`config.mk`:
```
export PLATFORM = sky130hd
export DESIGN_NAME = spi_arbiter
export DESIGN_NICKNAME = d
export VERILOG_FILES = /design/src/rtl/spi_arbiter_pkg.sv /design/src/rtl/spi_arbiter_rr_pick.sv /design/src/rtl/spi_arbiter.sv
export SDC_FILE = /design/constraint.sdc
export NUM_CORES = 1
export LEC_CHECK = 0
export BUFFER_PORTS_ARGS = -buffer_cell sky130_fd_sc_hd__buf_2
export CORE_ASPECT_RATIO = 0.9
export CORE_MARGIN = 8
export CORE_UTILIZATION = 44
export CTS_CLUSTER_DIAMETER = 100
export DETAILED_ROUTE_END_ITERATION = 7
export GPL_TIMING_DRIVEN = 0
export PLACE_DENSITY = 0.78
export SYNTH_ARGS = -nofsm -noshare
export SYNTH_HDL_FRONTEND = slang
export SYNTH_HIERARCHICAL = 1
export SYNTH_SLANG_ARGS = --single-unit
```
`constraint.sdc`:
```
create_clock -name clk -period 1.8 [get_ports clk]
set_clock_uncertainty 0.2 [all_clocks]
set_input_delay 0.27 -clock clk [delete_from_list [all_inputs] [get_ports clk]]
set_output_delay 0.27 -clock clk [all_outputs]
set_load 0.03 [all_outputs]
```
`src/rtl/spi_arbiter_pkg.sv`:
```
// Shared types and constants for the SPI requester arbiter.
package spi_arbiter_pkg;

  localparam int unsigned MAX_REQUESTERS = 4;
  localparam int unsigned GAP_CNT_W      = 4;
  localparam int unsigned IDX_W          = 2;

  // Arbiter FSM states
  localparam logic [1:0] S_IDLE = 2'd0;
  localparam logic [1:0] S_OWN  = 2'd1;
  localparam logic [1:0] S_XFER = 2'd2;
  localparam logic [1:0] S_GAP  = 2'd3;

  typedef logic [1:0] arb_state_t;

  // Index of the set bit in a one-hot vector (0 when empty).
  function automatic logic [IDX_W-1:0] onehot_to_idx(input logic [MAX_REQUESTERS-1:0] oh);
    logic [IDX_W-1:0] idx;
    idx = '0;
    for (int unsigned i = 0; i < MAX_REQUESTERS; i++) begin
      if (oh[i]) idx = IDX_W'(i);
    end
    return idx;
  endfunction

endpackage

```
`src/rtl/spi_arbiter_rr_pick.sv`:
```
// Combinational round-robin picker: first set request at or after ptr_i, with wrap.
module rr_pick
  import spi_arbiter_pkg::*;
#(
  parameter int unsigned N = 2
) (
  input  logic [N-1:0]     req_i,
  input  logic [IDX_W-1:0] ptr_i,
  output logic [N-1:0]     grant_o,
  output logic             valid_o
);

  // Scan offsets from the pointer; the first hit wins.
  always_comb begin
    grant_o = '0;
    valid_o = 1'b0;
    for (int unsigned off = 0; off < N; off++) begin
      for (int unsigned i = 0; i < N; i++) begin
        if (!valid_o && req_i[i] && (i == (32'(ptr_i) + off) % N)) begin
          grant_o[i] = 1'b1;
          valid_o    = 1'b1;
        end
      end
    end
  end

endmodule

```
`src/rtl/spi_arbiter.sv`:
```
// Shares one toggle-handshake SPI byte engine between several requesters,
// holding each owner's chip select for a whole transaction.
module spi_arbiter
  import spi_arbiter_pkg::*;
#(
  parameter int unsigned requesters    = 2,
  parameter int unsigned cs_gap_cycles = 4
) (
  input  logic                    clk,
  input  logic                    reset_n,
  input  logic [requesters-1:0]   m_req,
  output logic [requesters-1:0]   m_ack,
  input  logic [8*requesters-1:0] m_d,
  input  logic [requesters-1:0]   m_speed,
  input  logic [requesters-1:0]   m_cs,
  output logic [requesters-1:0]   m_grant,
  output logic [7:0]              m_q,
  output logic                    spi_req,
  input  logic                    spi_ack,
  output logic [7:0]              spi_d,
  output logic                    spi_speed,
  input  logic [7:0]              spi_q,
  output logic [requesters-1:0]   cs_n
);

  localparam int unsigned N        = requesters;
  localparam int unsigned GAP_LAST = (cs_gap_cycles > 0) ? cs_gap_cycles - 1 : 0;

  arb_state_t           state_q,     state_d;
  logic [IDX_W-1:0]     owner_q,     owner_d;
  logic [IDX_W-1:0]     rr_ptr_q,    rr_ptr_d;
  logic [GAP_CNT_W-1:0] gap_cnt_q,   gap_cnt_d;
  logic [N-1:0]         grant_q,     grant_d;
  logic [N-1:0]         cs_n_q,      cs_n_d;
  logic [N-1:0]         ack_q,       ack_d;
  logic                 spi_req_q,   spi_req_d;
  logic [7:0]           spi_d_q,     spi_d_d;
  logic                 spi_speed_q, spi_speed_d;
  logic [7:0]           m_q_q,       m_q_d;

  logic [N-1:0]         pending;
  logic [N-1:0]         cand;
  logic [N-1:0]         pick_grant;
  logic                 pick_valid;
  logic [IDX_W-1:0]     win_idx;
  logic                 own_pend;
  logic                 own_cs;
  logic                 own_speed;
  logic [7:0]           own_d;

  assign pending = m_req ^ ack_q;
  assign cand    = pending | m_cs;

  rr_pick #(.N(N)) u_rr_pick (
    .req_i   (cand),
    .ptr_i   (rr_ptr_q),
    .grant_o (pick_grant),
    .valid_o (pick_valid)
  );

  assign win_idx = onehot_to_idx(MAX_REQUESTERS'(pick_grant));

  // Select the current owner's request, CS, speed and data.
  always_comb begin
    own_pend  = 1'b0;
    own_cs    = 1'b0;
    own_speed = 1'b0;
    own_d     = '0;
    for (int unsigned i = 0; i < N; i++) begin
      if (owner_q == IDX_W'(i)) begin
        own_pend  = pending[i];
        own_cs    = m_cs[i];
        own_speed = m_speed[i];
        own_d     = m_d[8*i +: 8];
      end
    end
  end

  // Next-state and output logic for the ownership FSM.
  always_comb begin
    state_d     = state_q;
    owner_d     = owner_q;
    rr_ptr_d    = rr_ptr_q;
    gap_cnt_d   = gap_cnt_q;
    grant_d     = grant_q;
    cs_n_d      = cs_n_q;
    ack_d       = ack_q;
    spi_req_d   = spi_req_q;
    spi_d_d     = spi_d_q;
    spi_speed_d = spi_speed_q;
    m_q_d       = m_q_q;

    case (state_q)
      S_IDLE: begin
        spi_speed_d = 1'b0;
        if (pick_valid) begin
          state_d     = S_OWN;
          owner_d     = win_idx;
          grant_d     = pick_grant;
          cs_n_d      = ~pick_grant;
          rr_ptr_d    = IDX_W'((32'(win_idx) + 32'd1) % N);
          spi_speed_d = |(pick_grant & m_speed);
        end
      end

      S_OWN: begin
        // A pending byte beats a CS drop: send it, then release.
        if (own_pend) begin
          state_d     = S_XFER;
          spi_d_d     = own_d;
          spi_speed_d = own_speed;
          spi_req_d   = ~spi_req_q;
        end else if (!own_cs) begin
          state_d     = S_GAP;
          grant_d     = '0;
          cs_n_d      = '1;
          gap_cnt_d   = '0;
          spi_speed_d = 1'b0;
        end else begin
          spi_speed_d = own_speed;
        end
      end

      S_XFER: begin
        if (spi_ack == spi_req_q) begin
          state_d = S_OWN;
          m_q_d   = spi_q;
          for (int unsigned i = 0; i < N; i++) begin
            if (owner_q == IDX_W'(i)) ack_d[i] = m_req[i];
          end
        end
      end

      S_GAP: begin
        if (gap_cnt_q == GAP_CNT_W'(GAP_LAST)) begin
          state_d = S_IDLE;
        end else begin
          gap_cnt_d = gap_cnt_q + GAP_CNT_W'(1);
        end
      end

      default: begin
        state_d = S_IDLE;
      end
    endcase
  end

  // State register; reset discards stale requests and any byte in flight.
  always_ff @(posedge clk) begin
    if (!reset_n) begin
      state_q     <= S_IDLE;
      owner_q     <= '0;
      rr_ptr_q    <= '0;
      gap_cnt_q   <= '0;
      grant_q     <= '0;
      cs_n_q      <= '1;
      ack_q       <= m_req;
      spi_req_q   <= spi_ack;
      spi_d_q     <= 8'h00;
      spi_speed_q <= 1'b0;
      m_q_q       <= 8'h00;
    end else begin
      state_q     <= state_d;
      owner_q     <= owner_d;
      rr_ptr_q    <= rr_ptr_d;
      gap_cnt_q   <= gap_cnt_d;
      grant_q     <= grant_d;
      cs_n_q      <= cs_n_d;
      ack_q       <= ack_d;
      spi_req_q   <= spi_req_d;
      spi_d_q     <= spi_d_d;
      spi_speed_q <= spi_speed_d;
      m_q_q       <= m_q_d;
    end
  end

  assign m_ack     = ack_q;
  assign m_grant   = grant_q;
  assign cs_n      = cs_n_q;
  assign m_q       = m_q_q;
  assign spi_req   = spi_req_q;
  assign spi_d     = spi_d_q;
  assign spi_speed = spi_speed_q;

endmodule

```
# Yosys cells after proc, flatten, opt, wreduce, memory -nomap -nowiden
# Cells that the tools add are included.
# totals
reg_bits	33
input_bits	33
output_inout_bits	24
word_cells	110
# classes
add_sub_neg	3
n_eq_ne	19
muxes	45
bitwise	5
n_reduce_logical	26
# op_table
cell	n
32-bit logical NOT	2
2-bit two-way mux	13
1-bit two-way mux	22
8-bit two-way mux	2
4-bit two-way mux	3
2-bit by 1-bit inequality test with 1-bit output (second input constant)	6
2-bit inequality test (second input constant)	6
4-bit AND reduction	3
2-bit case mux with 2 select lines	2
2-bit case mux with 4 select lines	1
4-bit case mux with 2 select lines	1
2-bit AND reduction	4
1-bit logical AND	7
3-bit AND reduction	2
4-bit by 1-bit adder with 4-bit output (second input constant)	1
2-bit by 1-bit equality test with 1-bit output (second input constant)	2
2-bit equality test (second input constant)	2
4-bit by 2-bit equality test with 1-bit output (second input constant)	1
2-bit logical NOT	2
2-bit nonzero test	2
1-bit logical NOT	3
3-bit inequality test (second input constant)	1
1-bit adder (second input constant)	2
2-bit bitwise AND	1
7 further kinds	7

# Longest topological paths before layout
# Gate-level depths: netlist of the first run.
# depth
word_depth	20
mapped_depth	8
ltp_nobuf	7

# Cells and area by module
# Netlist of the first run, hierarchy kept.
# by_module_without_submodules
module	n_inst	cells_per_inst	area_each_um2	seq_area_each_um2
spi_arbiter	1	157	1564.0	670.6
rr_pick	1	4	25.0	0.0

# Worst setup path after synthesis of the first run
# OpenSTA, ideal clock, no wires.
# synth_path
kind	register -> register
startpoint	register ack_q[0] (netlist: m_ack[0])
endpoint	register rr_ptr_q[0]
setup_time_ns	0.115
arrival_ns	1.739
required_ns	1.485
setup_slack_ns	-0.253
stages_incl_launch_ff	9
n_path_buf	1
period_less_slack_ns	2.053
path_cell_list	edfxtp_1 -> xnor2_2 -> nand2b_1 -> or2_1 -> or3b_1 -> buf_2 -> nand2_1 -> o21ai_1 -> and2_1
# synth_via
word_cells_on_any_way	21
cone_classes	add/sub: 1; mux: 7; bitwise: 2; reduce/logical: 11
# synth_rtl
element	line_no	text
from (decl)	spi_arbiter.sv:35	logic [N-1:0] ack_q, ack_d;
from (signal assigned)	spi_arbiter.sv:157	ack_q <= m_req;
from (signal assigned)	spi_arbiter.sv:169	ack_q <= ack_d;
2-bit bitwise XOR (*)	spi_arbiter.sv:51	assign pending = m_req ^ ack_q;
2-bit bitwise OR (*)	spi_arbiter.sv:52	assign cand = pending | m_cs;
named net cand[0]	spi_arbiter.sv:42	logic [N-1:0] cand;
1-bit logical AND	spi_arbiter_rr_pick.sv:19	if (!valid_o && req_i[i] && (i == (32'(ptr_i) + off) % N)) begin
1-bit two-way mux	spi_arbiter_rr_pick.sv:19	
1-bit logical NOT	spi_arbiter_rr_pick.sv:19	
1-bit logical AND (2 in a row)	spi_arbiter_rr_pick.sv:19	
1-bit two-way mux	spi_arbiter_rr_pick.sv:19	
1-bit logical NOT	spi_arbiter_rr_pick.sv:19	
1-bit logical AND (2 in a row)	spi_arbiter_rr_pick.sv:19	
1-bit two-way mux (*)	spi_arbiter_rr_pick.sv:19	
1-bit logical NOT	spi_arbiter_rr_pick.sv:19	
1-bit logical AND (2 in a row)	spi_arbiter_rr_pick.sv:19	
1-bit two-way mux (*)	spi_arbiter_rr_pick.sv:19	
named net pick_valid	spi_arbiter.sv:44	logic pick_valid;
2-bit AND reduction (no source line) (*)	n/a	
to (signal assigned)	spi_arbiter.sv:165	rr_ptr_q <= rr_ptr_d;
to (decl)	spi_arbiter.sv:31	logic [IDX_W-1:0] rr_ptr_q, rr_ptr_d;
# Mark *: on every way through the listed nets, which the timed path passes. The rest lies on a longest branch.
# A chain may end at the register's enable or synchronous reset.

# Worst setup path after layout of the first run
# Ends and elaborated chain as after synthesis.

==> impl_metrics.csv, run 1 <==
group,metric,value,unit
run_status,status,"finished with violations",
run_status,violations,"negative setup slack",
setup_path,cp_top_family,"simple AND/OR/NAND/NOR gates",
route,vias,1446,
synth,synth_area,0.00159,mm²
timing,fin_tns_setup,-0.114,ns
timing,max_slew_margin,55.5,%
placed_design,pre_cts_slack,-0.162,ns
setup_path,critPathSlowestCell,"or3b_4",
global_routing,overflow,0,
global_routing,grtUsageTotal,13.6,%
route,drt-pass1-iter-count,4,
route,wl_per_cell,14.5,µm
synth,synth_cells,160,
setup_path,endpoint_kind,"register",
setup_path,critPathLaunchType,"register",
route,viasPerCell,5.18,
synth,yosysWarnings,6,
floorplanning,die_y,72.9,µm
placed_design,gp_congestion,0.764,
global_routing,grt_pass1_wl,6320,µm
floorplanning,ioPinCount,57,
power_and_ir_drop,leakagePower,0.927,nW
flow_run,maxCapViolCount,0,
timing,setup_slack,-0.0581,ns
route,drt-initial-drc-count,65,
hold_path,hp-class,"primary input to register",
setup_path,crit_chain,"xnor2_2, nand2b_1, or2_1, or3b_4, nand2_1, o21ai_1, and2_1",
floorplanning,die-area,0.00578,mm²
setup_path,critical_path_class,"register to register",
final_layout,layout_commonest_cell,"buf_2",
timing,timing.final.crit_share,103,%
cts,cts_buffers,5,
floorplanning,core,0.00340,mm²
global_routing,grt_pass1_vias,1431,
power_and_ir_drop,vdd_drop_max,692,µV
synth,syn-num-nets,194,
setup_path,crit_buf_inv,0,
timing,whs,0.0178,ns
cts,cts_tree,"built",
setup_path,cp.required,1.77,ns
cts,clk_latency,0.28,ns
route,ant_nets,0,
setup_path,cp_slowest_stage_delay,0.44,ns
synth,syn_area_per_cell,9.91,µm²
placed_design,io_buffers,55,
cts,clk_path_buf_depth,2,
floorplanning,initial_core_util,46.6,%
final_layout,nets,268,
timing,rsz0062_at_grt,"true",
setup_path,rrSetupSlack,-0.06,ns
route,wirelength,4040,µm
cts,cts_max_level,2,
global_routing,antenna_found_initial,0,
cts,clkTransAtPathRegs,0.06,ns
power_and_ir_drop,power_density,1030,mW/mm²
setup_path,critical_path_peak_fanout,6,
cts,ctsHoldBuffers,0,
floorplanning,num_rows,20,
final_layout,drive_gt1_share,46.4,%
timing,layout_min_cycle_time,1.86,ns
timing,max_freq,538,MHz
floorplanning,die_w,79.3,µm
placed_design,dpl.hpwl,2950,µm
cts,cts.sinks,32,
route,drc,0,
timing,finalSetupViolCount,3,
final_layout,mostFrequentLayoutCells,"buf_2 (58), dfxtp_1 (28), mux2i_1 (18), buf_4 (15), a21oi_1 (15)",
global_routing,grt_max_degree,11,
setup_path,cp_data_arrival_time,1.83,ns
cts,cts-root-buf,"clkbuf_8",
timing,final_hold_viol_count,0,
final_layout,area_growth,36.6,%
timing,worst_pin_slew,0.668,ns
timing,finalMaxSlewViolations,0,
final_layout,antenna_cells,0,
==> worst register-to-register path: cells and delay by family, from the launching register on <==
family                    cells  cell delay (ns)
and+or+nand+nor               5             0.90
DFF                           1             0.43
xor gates and xnor gates      1             0.17
AOI/OAI and AO/OA             1             0.06
==> state kept, by name, summed over array words and instances, names as in the netlist <==
register	flops
cs_n	2
gap_cnt_q	4
m_ack	2
m_grant	2
m_q	8
owner_q	1
rr_ptr_q	1
spi_d	8
spi_req	1
spi_speed	1
state_q	2
==> report_power, final <==
part / internal [W] / leakage (nW) / switching (W) / total, W
Combinational: 0.000304 / 0.605 / 0.000411 / 0.000715
Clock: 0.000410 / 0.0552 / 0.000262 / 0.000673
Sequential: 0.000799 / 0.267 / 0.0000501 / 0.000849
Total: 0.00151 / 0.927 / 0.000723 / 0.00224
==> layout make-up <==
cell class | count | area (µm²)
inverter | 4 | 15.0
clock buffer | 6 | 72.6
buffer | 10 | 67.6
clock inverter | 2 | 35.0
multi-input combinational | 113 | 876
fill | 290 | 1240
timing repair buffer | 68 | 373
sequential | 32 | 672
tap | 44 | 55.1
==> metal layers <==
metal	GRT usage (%)	vias up	part of all wire (%)
met5	0	-	0
met4	3.70	0	0.57
met3	6.40	5	8.6
met2	21.5	49	45
met1	16.0	675	46
li1	-	717	-
==> per-stage QoR <==
step                instances  utilization (%)  area (µm²)  power [W]
floorplan                 160                -        1600    0.00133
global placement          259             56.8        1930    0.00149
detailed placement        259             56.8        1930    0.00150
CTS                       272             61.5        2090    0.00220
global route              279             63.6        2170    0.00234
finish                    279             63.6        2170    0.00224
==> path summary, 6_finish.rpt <==
path,from,to,depth (start not counted)
worst max-delay path,m_ack[0],rr_ptr_q[0],7
worst min-delay path,m_req[0],m_ack[0],1
worst max register to register,m_ack[0],rr_ptr_q[0],7
worst min register to register,m_grant[0],m_grant[0],2
==> timing repair <==
action,in CTS,in global routing
setup endpoints to repair,9,18
pin swaps,3,5
resized for setup,2,8
setup buffers,5,8
No activity file was read; power rests on OpenSTA's default activity.
==> inputs of run 2 (changes only) <==
Settings changed: ABC_AREA set to 1, CORE_UTILIZATION 44 to 46, CTS_BUF_LIST set to sky130_fd_sc_hd__clkbuf_4 sky130_fd_sc_hd__clkbuf_8, PLACE_DENSITY 0.78 to 0.81.
==> run 2 against run 1 <==
The flow now finishes without violations. Sequential cell count unchanged. Worst setup slack gained 0.13 ns. Area after synthesis is 0.79% lower. Synthesized cell count is 44% higher. Worst hold slack improved by 0.017 ns. Maximum frequency grew 7.5%. Cell count increased by 22%. Cell area down 4.3%. Utilization down 1.3 points. Sequential power up 4.8%. First-iteration DRC count rose by 6.2%. Register-to-register slack better by 0.13 ns.
==> impl_metrics.csv, run 2 <==
group,metric,value,unit
setup_path,r2r-start,"m_ack[0]",
synth,syn_area_per_cell,6.84,µm²
timing,worst_pin_slew,0.429,ns
global_routing,grt_max_degree,11,
cts,clk_path_buf_depth,2,
timing,max_slew_margin,71.4,%
placed_design,dpl.hpwl,3050,µm
hold_path,hp-class,"primary input to register",
synth,synth_cells,230,
timing,layout_min_cycle_time,1.73,ns
cts,cts-root-buf,"clkbuf_8",
final_layout,drive_gt1_share,30.6,%
route,drc,0,
final_layout,fillers,305,
timing,final_hold_viol_count,0,
flow_run,maxCapViolCount,0,
floorplanning,die_y,71.5,µm
final_layout,seqCellArea,672,µm²
setup_path,critPathLaunchType,"register",
synth,synth_area,0.00157,mm²
setup_path,crit_start,"m_ack[0]",
setup_path,cp_slowest_stage_delay,0.40,ns
setup_path,critical_path_class,"register to register",
floorplanning,initial_core_util,47.3,%
final_layout,layout_commonest_cell,"nand2_1",
route,drt-pass1-iter-count,4,
final_layout,mostFrequentLayoutCells,"nand2_1 (63), buf_2 (60), nor2_1 (29), dfxtp_1 (28), inv_1 (21)",
placed_design,gp_congestion,0.825,
final_layout,antenna_cells,0,
timing,rsz0062_at_grt,"true",
cts,cts.sinks,32,
global_routing,overflow,0,
final_layout,multi_input_area,790,µm²
setup_path,cp_data_arrival_time,1.71,ns
timing,finalMaxSlewViolations,0,
setup_path,endpoint_kind,"register",
cts,clk_latency,0.28,ns
setup_path,critPathSlowestCell,"edfxtp_1",
synth,syn-num-nets,264,
route,wirelength,4030,µm
run_status,status,"finished, final reports clean",
setup_path,crit_chain,"nand2_1, nand2_2, nand2_2, inv_1, nand2_2, inv_1, nor3_4, buf_4, nor2_1, o21a_1",
timing,whs,0.0351,ns
synth,yosysWarnings,6,
global_routing,grtUsageTotal,14.6,%
placed_design,dpl.cell_count,330,
floorplanning,die-area,0.00555,mm²
route,vias,1659,
route,viasPerCell,4.87,
timing,timing.final.crit_share,96.1,%
global_routing,grt_pass1_wl,6690,µm
global_routing,antenna_found_initial,0,
global_routing,grt_pass1_vias,1544,
cts,cts_max_level,2,
floorplanning,die_w,77.6,µm
floorplanning,ioPinCount,57,
cts,clkTransAtPathRegs,0.06,ns
route,ant_nets,0,
final_layout,area_growth,31.8,%
power_and_ir_drop,power_density,1080,mW/mm²
timing,finalSetupViolCount,0,
setup_path,cp.required,1.78,ns
timing,max_freq,578,MHz
setup_path,crit_top_cell,"nand2_2",
cts,cts_tree,"built",
route,wl_per_cell,11.8,µm
floorplanning,num_rows,20,
final_layout,nets,331,
power_and_ir_drop,leakagePower,1.07,nW
route,drt-initial-drc-count,69,
floorplanning,core,0.00333,mm²
setup_path,critical_path_peak_fanout,3,
power_and_ir_drop,vdd_drop_max,472,µV
cts,cts_buffers,5,
hold_path,hp-start,"spi_q[0]",
placed_design,io_buffers,56,
final_layout,final_cells,341,
run 2: worst paths after layout:
path / end / slack [ns] / cells past startpoint
max: owner_q[0] / 0.07 / 10
min: m_q[0] / 0.04 / 3
max reg2reg: owner_q[0] / 0.07 / 10
min reg2reg: spi_d[4] / 0.26 / 2
run 2: critical path: cells and delay by family, from the launching register on:
family	cells	cell delay [ns]
and+or+nand+nor	6	0.58
DFF	1	0.40
buffers and inverters	3	0.28
AOI/OAI and AO/OA	1	0.17
run 2: stage by stage:
stage               setup slack [ns]  setup TNS [ns]  area [µm²]  total power (W)  utilization [%]
floorplan                     0.0357               0        1580          0.00143                -
global placement              0.0250               0        1910          0.00162             57.5
detailed placement           -0.0532          -0.135        1910          0.00163             57.5
CTS                           0.0284               0        2040          0.00225             61.4
global route                 -0.0174         -0.0284        2070          0.00239             62.3
finish                        0.0708               0        2070          0.00225             62.3
run 2: final cells by class:
class                   count  share of cell area (%)
inverters                  24                    4.35
multi-input cells         165                    38.1
repair buffers             60                    15.2
flip-flops and latches     32                    32.4
clock buffers               7                    4.65
well taps                  44                    2.66
plain buffers               9                    2.66
run 2: power by group:
part           switching (W)  leakage (nW)  internal [W]
sequential         0.0000704         0.267      0.000820
clock               0.000256        0.0503      0.000340
combinational       0.000503         0.749      0.000260
total               0.000829          1.07       0.00142
run 2: routing by layer:
metal	global-route usage [%]	part of all wire, %
met5	0	0
met1	17.6	47
met2	21.8	43
met4	4.39	1.2
met3	7.50	8.4
run 2: what timing repair did:
| action | 4_1_cts | 5_1_grt |
|---|---|---|
| pin swaps | 1 | 2 |
| hold buffers | 2 | 0 |
| setup buffers | 1 | 1 |
| endpoints found under the hold margin | 2 | 0 |
| setup endpoints to repair | 4 | 11 |
| cloned | 0 | 0 |
| resized for setup | 1 | 12 |
==> inputs of run 3 (changes only) <==
Settings changed: SETUP_SLACK_MARGIN set to 0.5.
==> run 3 against run 2 <==
Sequential cell count is the same. Sequential power grew 2%. Sequential share of layout area shrank 4.4 points. Total power rose by 12%. Worst setup slack improved by 0.0053 ns. Non-clock buffer count is 16 higher. First-iteration DRC count increased by 19%. Via count grew 9.8%. Combinational power up 33%. Die area is the same. Wire length rose by 28%. Critical path type unchanged. Largest cell class unchanged. Largest power group is now combinational logic. Highest routed layer unchanged.
==> impl_metrics.csv, run 3 (synthesized netlist as in run 2, its figures left out) <==
group,metric,value,unit
run_status,status,"finished, final reports clean",
route,drt-initial-drc-count,82,
setup_path,crit_buf_inv,1,
floorplanning,ioPinCount,57,
route,vias,1821,
power_and_ir_drop,leakagePower,1.18,nW
timing,finalSetupViolCount,0,
power_and_ir_drop,power_density,1040,mW/mm²
setup_path,critical_path_peak_fanout,3,
cts,clk_latency,0.29,ns
global_routing,grt_pass1_vias,1754,
timing,finalMaxSlewViolations,0,
placed_design,io_buffers,56,
setup_path,crit_chain,"nand2_1, nand3_2, inv_1, nand2_2, nor3_2, nor2_1, nand2_1, o21ai_1, nor2_1",
final_layout,drive_gt1_share,43.8,%
route,wl_per_cell,14.4,µm
timing,final_hold_viol_count,0,
power_and_ir_drop,vdd_drop_max,474,µV
setup_path,cp_slowest_stage_delay,0.41,ns
floorplanning,initial_core_util,47.3,%
setup_path,cp.required,1.81,ns
timing,worst_pin_slew,0.453,ns
floorplanning,die_w,77.6,µm
final_layout,layout_commonest_cell,"nand2_1",
setup_path,critPathSlowestCell,"edfxtp_1",
final_layout,fillers,270,
final_layout,area_growth,54.4,%
setup_path,endpoint_kind,"register",
cts,cts_buffers,5,
setup_path,critical_path_class,"register to register",
final_layout,final_cells,357,
floorplanning,die_y,71.5,µm
global_routing,grt_pass1_wl,7640,µm
cts,clkTransAtPathRegs,0.07,ns
global_routing,grtUsageTotal,16.5,%
route,viasPerCell,5.10,
cts,cts.sinks,32,
timing,max_slew_margin,69.8,%
placed_design,gp_congestion,0.827,
cts,cts-root-buf,"clkbuf_8",
final_layout,nets,347,
placed_design,dpl.hpwl,3070,µm
route,ant_nets,0,
timing,max_freq,580,MHz
cts,cts_max_level,2,
timing,fin_tns_setup,0,ns
floorplanning,die-area,0.00555,mm²
global_routing,grt_max_degree,11,
global_routing,antenna_found_initial,0,
cts,clk_path_buf_depth,2,
route,wirelength,5150,µm
setup_path,cp_top_family,"simple AND/OR/NAND/NOR gates",
route,drt-pass1-iter-count,4,
cts,cts_tree,"built",
floorplanning,num_rows,20,
timing,layout_min_cycle_time,1.72,ns
setup_path,critPathLaunchType,"register",
global_routing,overflow,0,
final_layout,fin_util,73.0,%
floorplanning,core,0.00333,mm²
final_layout,antenna_cells,0,
placed_design,dpl.cell_count,330,
setup_path,cp_data_arrival_time,1.73,ns
flow_run,maxCapViolCount,0,
hold_path,hp-class,"primary input to register",
final_layout,mostFrequentLayoutCells,"nand2_1 (53), buf_2 (42), nor2_1 (26), buf_4 (24), dfxtp_1 (24)",
timing,timing.final.crit_share,95.8,%
timing,rsz0062_at_grt,"true",
route,drc,0,
-- run 3: cell types whose count changed in the layout (fill, tap and decap cells not counted), moves of 5 or more --
| cell | delta |
|---|---|
| buf_2 | -18 |
| nand2_4 | +6 |
| o21ai_0 | -10 |
| clkbuf_4 | +5 |
| o21ai_1 | +9 |
| buf_6 | +9 |
| nand2_1 | -10 |
| buf_4 | +20 |
-- run 3: stage by stage --
stage / area [µm²] / hold WS [ns] / setup slack (ns) / power [W]
2_1_floorplan: 1600 / 0.169 / 0.0379 / 0.00144
3_3_place_gp: 1930 / 0.239 / -0.00321 / 0.00164
3_5_place_dp: 1930 / 0.246 / -0.0245 / 0.00165
4_1_cts: 2190 / 0.0222 / 0.138 / 0.00234
5_1_grt: 2430 / 0.0506 / 0.0112 / 0.00266
6_report: 2430 / 0.0176 / 0.0761 / 0.00252
-- run 3: final timing paths --
path / slack [ns] / endpoint / depth (start not counted) / from
worst max-delay path: 0.08 / state_q[0] / 9 / m_ack[1]
worst min-delay path: 0.02 / m_q[3] / 3 / spi_q[3]
worst max register to register: 0.08 / state_q[0] / 9 / m_ack[1]
worst min register to register: 0.26 / spi_d[1] / 2 / spi_d[1]
-- run 3: power by group --
part | switching [W] | internal, W | leakage (nW)
clock | 0.000260 | 0.000340 | 0.0503
combinational | 0.000615 | 0.000397 | 0.865
sequential | 0.0000833 | 0.000824 | 0.269
-- run 3: timing repair --
| item | CTS | global route |
|---|---|---|
| resized for setup | 30 | 64 |
| setup buffers | 8 | 9 |
| setup endpoints to repair | 37 | 49 |
| hold buffers | 2 | 0 |
| endpoints found under the hold margin | 2 | 0 |
| cloned | 1 | 0 |
| pin swaps | 9 | 14 |
-- run 3: area by class of cell --
cell class / count / area [µm²] / share of cell area [%]
Tap cell: 44 / 55.1 / 2.27
Inverter: 24 / 97.6 / 4.02
Clock buffer: 7 / 96.3 / 3.97
Timing Repair Buffer: 76 / 510 / 21.0
Sequential cell: 32 / 679 / 28.0
Buffer: 9 / 68.8 / 2.83
Multi-Input combinational cell: 165 / 921 / 37.9
-- run 3: tightest hold or removal path: stages --
cell	delay [ns]
buf_2	0.07
o21ai_1	0.06
nor2_1	0.07
-- run 3: per-layer routing --
layer  global-route usage (%)  up-vias  wire length, µm
met1                     19.7      838             2130
met2                     26.5       66             2530
met3                     6.25       13              354
li1                         -      904                -
met4                     5.65        0              127
met5                        0        -                0
